[src/rtl/cxs_pkg.sv]
// Shared definitions for the CXS receive path.
// Holds header bit offsets, the fixed config-field values a legal header
// must carry, the receiver FSM state type, the per-flit status code type
// and the layout of one buffered flit.
package cxs_pkg;

    // Header bit offsets (header = flit[511:256]).
    localparam int HDR_DP   = 255;  // data parity: XOR of payload
    localparam int HDR_CP   = 254;  // control parity: XOR of header[253:0]
    localparam int PRCL_HI  = 51;
    localparam int PRCL_LO  = 49;
    localparam int MPPF_HI  = 48;
    localparam int MPPF_LO  = 47;
    localparam int FW_HI    = 46;
    localparam int FW_LO    = 45;
    localparam int LAST_BIT = 44;
    localparam int CNTL_HI  = 13;
    localparam int CNTL_LO  = 0;

    // Only configuration this receiver accepts.
    localparam logic [1:0] MAX_PKT_PERFLIT = 2'b01;
    localparam logic [1:0] DATA_FLITWIDTH  = 2'b01;

    typedef enum logic [1:0] {
        IDLE   = 2'd0,
        ACTIVE = 2'd1,
        DRAIN  = 2'd2
    } rx_state_e;

    typedef enum logic [1:0] {
        STS_IDLE    = 2'b00,
        STS_GOOD    = 2'b01,
        STS_HDR_ERR = 2'b10,
        STS_DROP    = 2'b11
    } pkt_sts_e;

    // One buffered flit: only the fields forwarded to the consumer.
    typedef struct packed {
        logic [2:0]   prcltype;
        logic         last;
        logic [13:0]  cntl;
        logic [255:0] payload;
    } fifo_word_t;

    localparam int FIFO_W = $bits(fifo_word_t);

endpackage

[src/rtl/cxs_rx_fifo.sv]
// Synchronous FIFO holding checked flits.
// Ports: clk/rst_n (sync active-low), push + wr_data, pop, rd_data (head,
// combinational), full, empty, count (occupancy 0..DEPTH).
// Push while full is legal only together with a pop in the same cycle.
module cxs_rx_fifo #(
    parameter int DEPTH = 4,
    parameter int W     = 274
) (
    input  logic                     clk,
    input  logic                     rst_n,
    input  logic                     push,
    input  logic [W-1:0]             wr_data,
    input  logic                     pop,
    output logic [W-1:0]             rd_data,
    output logic                     full,
    output logic                     empty,
    output logic [$clog2(DEPTH):0]   count
);
    localparam int AW = $clog2(DEPTH);

    logic [W-1:0]  mem_q [DEPTH];
    logic [AW-1:0] wr_ptr_q, wr_ptr_d;
    logic [AW-1:0] rd_ptr_q, rd_ptr_d;
    logic [AW:0]   count_q, count_d;

    always_comb begin
        wr_ptr_d = wr_ptr_q;
        rd_ptr_d = rd_ptr_q;
        count_d  = count_q;
        if (push) wr_ptr_d = wr_ptr_q + AW'(1);
        if (pop)  rd_ptr_d = rd_ptr_q + AW'(1);
        case ({push, pop})
            2'b10:   count_d = count_q + (AW+1)'(1);
            2'b01:   count_d = count_q - (AW+1)'(1);
            default: count_d = count_q;
        endcase
    end

    always_ff @(posedge clk) begin
        if (!rst_n) begin
            wr_ptr_q <= '0;
            rd_ptr_q <= '0;
            count_q  <= '0;
        end else begin
            wr_ptr_q <= wr_ptr_d;
            rd_ptr_q <= rd_ptr_d;
            count_q  <= count_d;
        end
    end

    // Storage is not reset; occupancy alone decides what is valid.
    always_ff @(posedge clk) begin
        if (push) mem_q[wr_ptr_q] <= wr_data;
    end

    assign rd_data = mem_q[rd_ptr_q];
    assign full    = (count_q == (AW+1)'(DEPTH));
    assign empty   = (count_q == '0);
    assign count   = count_q;

endmodule

[src/rtl/cxs_rx_512to256.sv]
// CXS receive stage: checks 512-bit flits from the transmitter, buffers the
// good ones and re-emits them as a 256-bit stream gated by consumer credits.
// Ports: cxs_clk, cxs_rst_n (sync active-low), rx_en, tx_pkt_vld/tx_pkt_data
// (flit in, no backpressure), rx_ready (to transmitter), rxcxs_crdgnt (credit
// in), rxcxs_crdrtn (credit return while draining), rxcxs_valid/data/cntl/
// last/prcltype (stream out), pkt_rcv_sts (per-flit result), drop_cnt.
// Handshake: the transmitter never stalls; rx_ready is advisory. One output
// flit consumes one credit; rxcxs_valid is a single-cycle pulse per flit.
module cxs_rx_512to256
    import cxs_pkg::*;
#(
    parameter int FIFO_DEPTH = 4,
    parameter int MAX_CREDIT = 8,
    parameter int ERR_CNT_W  = 8
) (
    input  logic                 cxs_clk,
    input  logic                 cxs_rst_n,
    input  logic                 rx_en,
    input  logic                 tx_pkt_vld,
    input  logic [511:0]         tx_pkt_data,
    output logic                 rx_ready,
    input  logic                 rxcxs_crdgnt,
    output logic                 rxcxs_crdrtn,
    output logic                 rxcxs_valid,
    output logic [255:0]         rxcxs_data,
    output logic [13:0]          rxcxs_cntl,
    output logic                 rxcxs_last,
    output logic [2:0]           rxcxs_prcltype,
    output logic [1:0]           pkt_rcv_sts,
    output logic [ERR_CNT_W-1:0] drop_cnt
);
    localparam int CNT_W = $clog2(FIFO_DEPTH) + 1;
    localparam int CRD_W = $clog2(MAX_CREDIT + 1);

    rx_state_e            state_q, state_d;
    logic                 s1_vld_q, s1_vld_d;
    logic [511:0]         s1_data_q, s1_data_d;
    pkt_sts_e             sts_q, sts_d;
    logic [ERR_CNT_W-1:0] drop_cnt_q, drop_cnt_d;
    logic [CRD_W-1:0]     crd_cnt_q, crd_cnt_d;
    logic                 rx_ready_q, rx_ready_d;
    logic                 crdrtn_q, crdrtn_d;
    logic                 valid_q, valid_d;
    fifo_word_t           out_q, out_d;

    logic [255:0]         hdr, pay;
    logic                 perr, herr, room, push, pop, drop, crd_inc;
    logic                 fifo_full, fifo_empty;
    logic [CNT_W-1:0]     fifo_cnt;
    fifo_word_t           wr_word, rd_word;

    // ---------------- FSM: state register ----------------
    always_ff @(posedge cxs_clk) begin
        if (!cxs_rst_n) state_q <= IDLE;
        else            state_q <= state_d;
    end

    // ---------------- FSM: next state ----------------
    always_comb begin
        state_d = state_q;
        case (state_q)
            IDLE:    if (rx_en) state_d = ACTIVE;
            ACTIVE:  if (!rx_en) state_d = DRAIN;
            DRAIN: begin
                if (rx_en)                                state_d = ACTIVE;
                else if (fifo_empty && crd_cnt_q == '0)   state_d = IDLE;
            end
            default: state_d = IDLE;
        endcase
    end

    // ---------------- FSM: outputs ----------------
    // Credit return waits for an empty FIFO and an empty check stage, so a
    // flit still in flight when rx_en falls keeps a credit for its own pop.
    always_comb begin
        rx_ready_d = (state_q == ACTIVE) && (fifo_cnt < CNT_W'(FIFO_DEPTH - 1));
        crdrtn_d   = (state_q == DRAIN) && fifo_empty && !s1_vld_q && (crd_cnt_q != '0);
    end

    // ---------------- Stage 1: check register ----------------
    assign hdr = s1_data_q[511:256];
    assign pay = s1_data_q[255:0];

    always_comb begin
        s1_vld_d  = tx_pkt_vld;
        s1_data_d = tx_pkt_data;
        perr = (hdr[HDR_DP] != ^pay) || (hdr[HDR_CP] != ^hdr[HDR_CP-1:0]);
        herr = (|hdr[253:52]) || (|hdr[43:14])
            || (hdr[MPPF_HI:MPPF_LO] != MAX_PKT_PERFLIT)
            || (hdr[FW_HI:FW_LO] != DATA_FLITWIDTH);
    end

    // ---------------- Stage 2: FIFO write, status, drops ----------------
    always_comb begin
        wr_word.prcltype = hdr[PRCL_HI:PRCL_LO];
        wr_word.last     = hdr[LAST_BIT];
        wr_word.cntl     = hdr[CNTL_HI:CNTL_LO];
        wr_word.payload  = pay;

        pop  = !fifo_empty && (crd_cnt_q != '0) && (state_q != IDLE);
        // A full FIFO still has room when the head leaves this same cycle.
        room = !fifo_full || pop;
        push = s1_vld_q && !perr && !herr && (state_q != IDLE) && room;
        drop = s1_vld_q && !push;

        sts_d = STS_IDLE;
        if (s1_vld_q) begin
            if (perr)                          sts_d = STS_DROP;
            else if (herr)                     sts_d = STS_HDR_ERR;
            else if (!room || state_q == IDLE) sts_d = STS_DROP;
            else                               sts_d = STS_GOOD;
        end

        drop_cnt_d = drop_cnt_q;
        if (drop && drop_cnt_q != {ERR_CNT_W{1'b1}})
            drop_cnt_d = drop_cnt_q + ERR_CNT_W'(1);
    end

    cxs_rx_fifo #(
        .DEPTH (FIFO_DEPTH),
        .W     (FIFO_W)
    ) u_fifo (
        .clk     (cxs_clk),
        .rst_n   (cxs_rst_n),
        .push    (push),
        .wr_data (wr_word),
        .pop     (pop),
        .rd_data (rd_word),
        .full    (fifo_full),
        .empty   (fifo_empty),
        .count   (fifo_cnt)
    );

    // ---------------- Credits and output stage ----------------
    // A grant at the cap is still usable when a credit leaves the same cycle.
    always_comb begin
        crd_inc   = rxcxs_crdgnt && ((crd_cnt_q < CRD_W'(MAX_CREDIT)) || pop || crdrtn_d);
        crd_cnt_d = crd_cnt_q + CRD_W'(crd_inc) - CRD_W'(pop || crdrtn_d);
        valid_d   = pop;
        out_d     = pop ? rd_word : out_q;
    end

    always_ff @(posedge cxs_clk) begin
        if (!cxs_rst_n) begin
            s1_vld_q   <= 1'b0;
            s1_data_q  <= '0;
            sts_q      <= STS_IDLE;
            drop_cnt_q <= '0;
            crd_cnt_q  <= '0;
            rx_ready_q <= 1'b0;
            crdrtn_q   <= 1'b0;
            valid_q    <= 1'b0;
            out_q      <= '0;
        end else begin
            s1_vld_q   <= s1_vld_d;
            s1_data_q  <= s1_data_d;
            sts_q      <= sts_d;
            drop_cnt_q <= drop_cnt_d;
            crd_cnt_q  <= crd_cnt_d;
            rx_ready_q <= rx_ready_d;
            crdrtn_q   <= crdrtn_d;
            valid_q    <= valid_d;
            out_q      <= out_d;
        end
    end

    assign rx_ready       = rx_ready_q;
    assign rxcxs_crdrtn   = crdrtn_q;
    assign rxcxs_valid    = valid_q;
    assign rxcxs_data     = out_q.payload;
    assign rxcxs_cntl     = out_q.cntl;
    assign rxcxs_last     = out_q.last;
    assign rxcxs_prcltype = out_q.prcltype;
    assign pkt_rcv_sts    = sts_q;
    assign drop_cnt       = drop_cnt_q;

endmodule

[config.mk]
export PLATFORM = sky130hd
export DESIGN_NAME = cxs_rx_512to256
export DESIGN_NICKNAME = d
export VERILOG_FILES = /design/src/rtl/cxs_pkg.sv /design/src/rtl/cxs_rx_fifo.sv /design/src/rtl/cxs_rx_512to256.sv
export SDC_FILE = /design/constraint.sdc
export NUM_CORES = 2
export LEC_CHECK = 0
export CAP_MARGIN = 20
export CORE_ASPECT_RATIO = 0.6
export CORE_MARGIN = 4
export CORE_UTILIZATION = 35
export CTS_CLUSTER_DIAMETER = 60
export DETAILED_ROUTE_END_ITERATION = 8
export HOLD_SLACK_MARGIN = 0.08
export PLACE_DENSITY = 0.63
export SLEW_MARGIN = 25
export SYNTH_ARGS = -nofsm -noshare
export SYNTH_HDL_FRONTEND = slang
export SYNTH_SLANG_ARGS = --single-unit
export TNS_END_PERCENT = 100
[constraint.sdc]
create_clock -name cxs_clk -period 22 [get_ports cxs_clk]
set_input_delay 3.3 -clock cxs_clk [delete_from_list [all_inputs] [get_ports cxs_clk]]
set_output_delay 3.3 -clock cxs_clk [all_outputs]
set_load 0.05 [all_outputs]
==> flow_summary.ini <==
[synthesis]
ys_warn_count = 0
syn-cell-area_um2 = 69600
synth_xor_area_share_pct = 5.11
synth-simple-area-share_pct = 8.30
synth.avg_cell_area_um2 = 15.0
yosysUniqueCellTypes = 40
synth_top_family_by_area = multiplexers
ys_seq_area_share_pct = 70.7
synth-compound-area-share_pct = 2.20
syn_inst = 4628
synth_edf_count = 1096
synth-seq-cells = 1909
synth_mux_area_share_pct = 8.89
synth_ff_type = edfxtp_1
synth_fa_ha_area_share_pct = 2.34
async_reset_ff_share_pct = 0
synth_fp_nets = 5274

[sta]
min_period_over_period_pct = 29.9
setup_ws_ps = 15430
setup_viol = 0
slew_violations = 0
setup_tns_ps = 0
hold_violations = 0
max_freq_mhz = 152
skew_ps = 70.9
rsz0062_at_grt = no
tightestPinTransition_ps = 1120
slew_headroom_pct = 25.1
period_minus_slack_ps = 6570
fin_hold_ws_ps = 451

[die]
dieHeight_um = 353
fp-row-count = 126
initial_core_util_pct = 35.3
dieArea_um2 = 206000
core_region_area_um2 = 197000
die_x_um = 584
io_pins = 804

[cts]
clock_latency_ps = 810
cts_hold_buf = 0
clock_sinks = 1909
postCtsSetupRepairBufs = 0
clock-root-buffer = clkbuf_16
numCtsBuffers = 189
cts_tree = yes
cts_resized = 0
clkTransAtPathRegs_ps = 60
htree_levels = 4
cts_buffer_depth = 4

[global_route]
grt_first_pass_wirelength_um = 270000
grt_pass1_vias = 39700
overflow = 0
grt_max_degree = 159
track_usage_pct = 17.6
antenna_found_initial = 28

[final_layout]
syn_to_final_growth_pct = 24.9
finalNetCount = 6094
layout_common_cells = 1,096 x edfxtp_1, 811 x dfxtp_1, 802 x clkdlybuf4s50_1, 552 x nand2_1, 514 x and2_1
drive_gt1_share_pct = 11.0
final_common_cell = edfxtp_1

[critical_path]
worstSetupEndpointType = register
critPathArrivalTime_ps = 6980
startpoint_type = register
required_ps = 22400
max_stage_delay_ps = 830
path_class = reg2reg
path_delay_family = XOR/XNOR gates
slowest_stage = buf_4
path_buf_inv = 2
cp_cell_sequence = xor2_1 -> xnor2_1 -> xnor2_1 -> xnor2_1 -> xnor2_1 -> xnor2_1 -> xnor3_1 -> xnor2_4 -> nor3_2 -> and2_4 -> buf_4 -> buf_4
cpMostUsedCell = xnor2_1
critPathMaxFanout = 58

[detailed_routing]
vias_per_cell = 4.66
routed_wl_um = 186000
wl_per_cell_um = 22.6
ant_nets = 0
drc = 0
firstDrtPassIters = 5
drtIter0Drc = 2718
vias = 38378

[power_and_ir_drop]
peakVddDrop_mv = 0.141
powerDensity_nw_per_um2 = 92.8
p_leak_nw = 27.4

[flow_run]
maxCapViolations = 0

[placed_design]
place_hpwl_um = 123000
place.gp.congestion = 0.813
dpl_worst_slack_ps = 15090
io_buffers = 803

[status]
status = completed

[min_path]
hold_path.class = reg2reg
-- worst reg2reg max path: cells and delay by family, from the launching register on --
| family | cells | cell delay [ps] |
|---|---|---|
| xor+xnor | 8 | 2820 |
| buf+inv | 2 | 1680 |
| simple gates | 2 | 1190 |
| flops | 1 | 360 |
-- final timing paths --
| check | slack (ps) | startpoint | end | cells after the start |
|---|---|---|---|---|
| max | 15430 | s1_data_q[240] | u_fifo.mem_q[1][228] | 12 |
| min | 450 | rxcxs_data[56] | rxcxs_data[56] | 2 |
| max reg2reg | 15430 | s1_data_q[240] | u_fifo.mem_q[1][228] | 12 |
| min reg2reg | 450 | rxcxs_data[56] | rxcxs_data[56] | 2 |
-- synthesized netlist by cell type, types with 2 or more instances --
library cell	instances	area (um2)
dfxtp_1	813	16300
a21oi_1	284	1420
xnor2_1	343	3000
nand2_1	553	2080
nor3_1	4	20.0
nand4b_1	2	17.5
and3_1	2	12.5
nor4_1	7	43.8
edfxtp_1	1096	32900
nand4_1	30	188
nor2_1	21	78.8
fa_1	2	40.0
ha_1	127	1590
inv_2	2	7.51
o31ai_1	2	15.0
or3_1	5	31.3
nand3_1	6	30.0
or4_1	2	15.0
inv_1	246	923
clkbuf_1	173	649
buf_1	38	143
xor2_1	55	482
mux2i_1	2	20.0
mux4_2	274	6170
o21ai_0	6	30.0
xnor3_1	2	45.0
and2_1	518	3240
-- layer usage --
metal	track usage, %	part of all wire (%)	routed length, um
met5	0	0.055	103
met4	5.24	2.7	5060
met3	3.54	5.7	10600
met2	27.6	46	85400
met1	24.8	46	84800
-- state kept, by name (all words and copies together), names as in the netlist, 2 cells and up --
name and cells:
drop_cnt 8, crd_cnt_q 4, u_fifo.count 3, u_fifo.mem_q 1096
rxcxs_cntl 14, state_q 2, s1_data_q 512, u_fifo.wr_ptr_q 2
rxcxs_prcltype 3, pkt_rcv_sts 2, u_fifo.rd_ptr_q 2, rxcxs_data 256
-- per-stage QoR --
| stage | util, % | instance area (um2) | instances | power [W] |
|---|---|---|---|---|
| floorplan | - | 69600 | 4628 | 0.00450 |
| global placement | 40.8 | 80500 | 7878 | 0.00490 |
| detailed placement | 40.8 | 80500 | 7879 | 0.00492 |
| CTS | 44.0 | 86800 | 8220 | 0.00819 |
| global route | 44.1 | 86900 | 8231 | 0.00838 |
| finish | 44.1 | 86900 | 8235 | 0.00807 |
-- cells by family (layout without fill, tap and decap cells) --
group | after synthesis | after routing
adders and majority gates | 129 | 129
xor gates and xnor gates | 401 | 401
muxes | 276 | 276
buffers and inverters | 460 | 1430
AOI/OAI and AO/OA | 300 | 300
and+or+nand+nor | 1153 | 1153
other | 0 | 13
DFF | 1909 | 1909
-- power by group --
part           switching [W]  leakage, nW  internal, W  total [W]
Combinational       0.000506         9.00     0.000431   0.000937
Clock                0.00138         3.08      0.00188    0.00326
Sequential         0.0000507         15.3      0.00382    0.00387
-- cell type report --
| type | instances | area, um2 |
|---|---|---|
| Fill cell | 17457 | 110000 |
| Clock buffer | 253 | 5290 |
| Inverter | 248 | 946 |
| Sequential cell | 1909 | 49200 |
| Timing Repair Buffer | 841 | 8460 |
| Antenna cell | 13 | 32.5 |
| Tap cell | 2624 | 3280 |
| Multi-Input combinational cell | 2259 | 18700 |
| Clock inverter | 88 | 1010 |
Power figures use the tool's default switching activity.
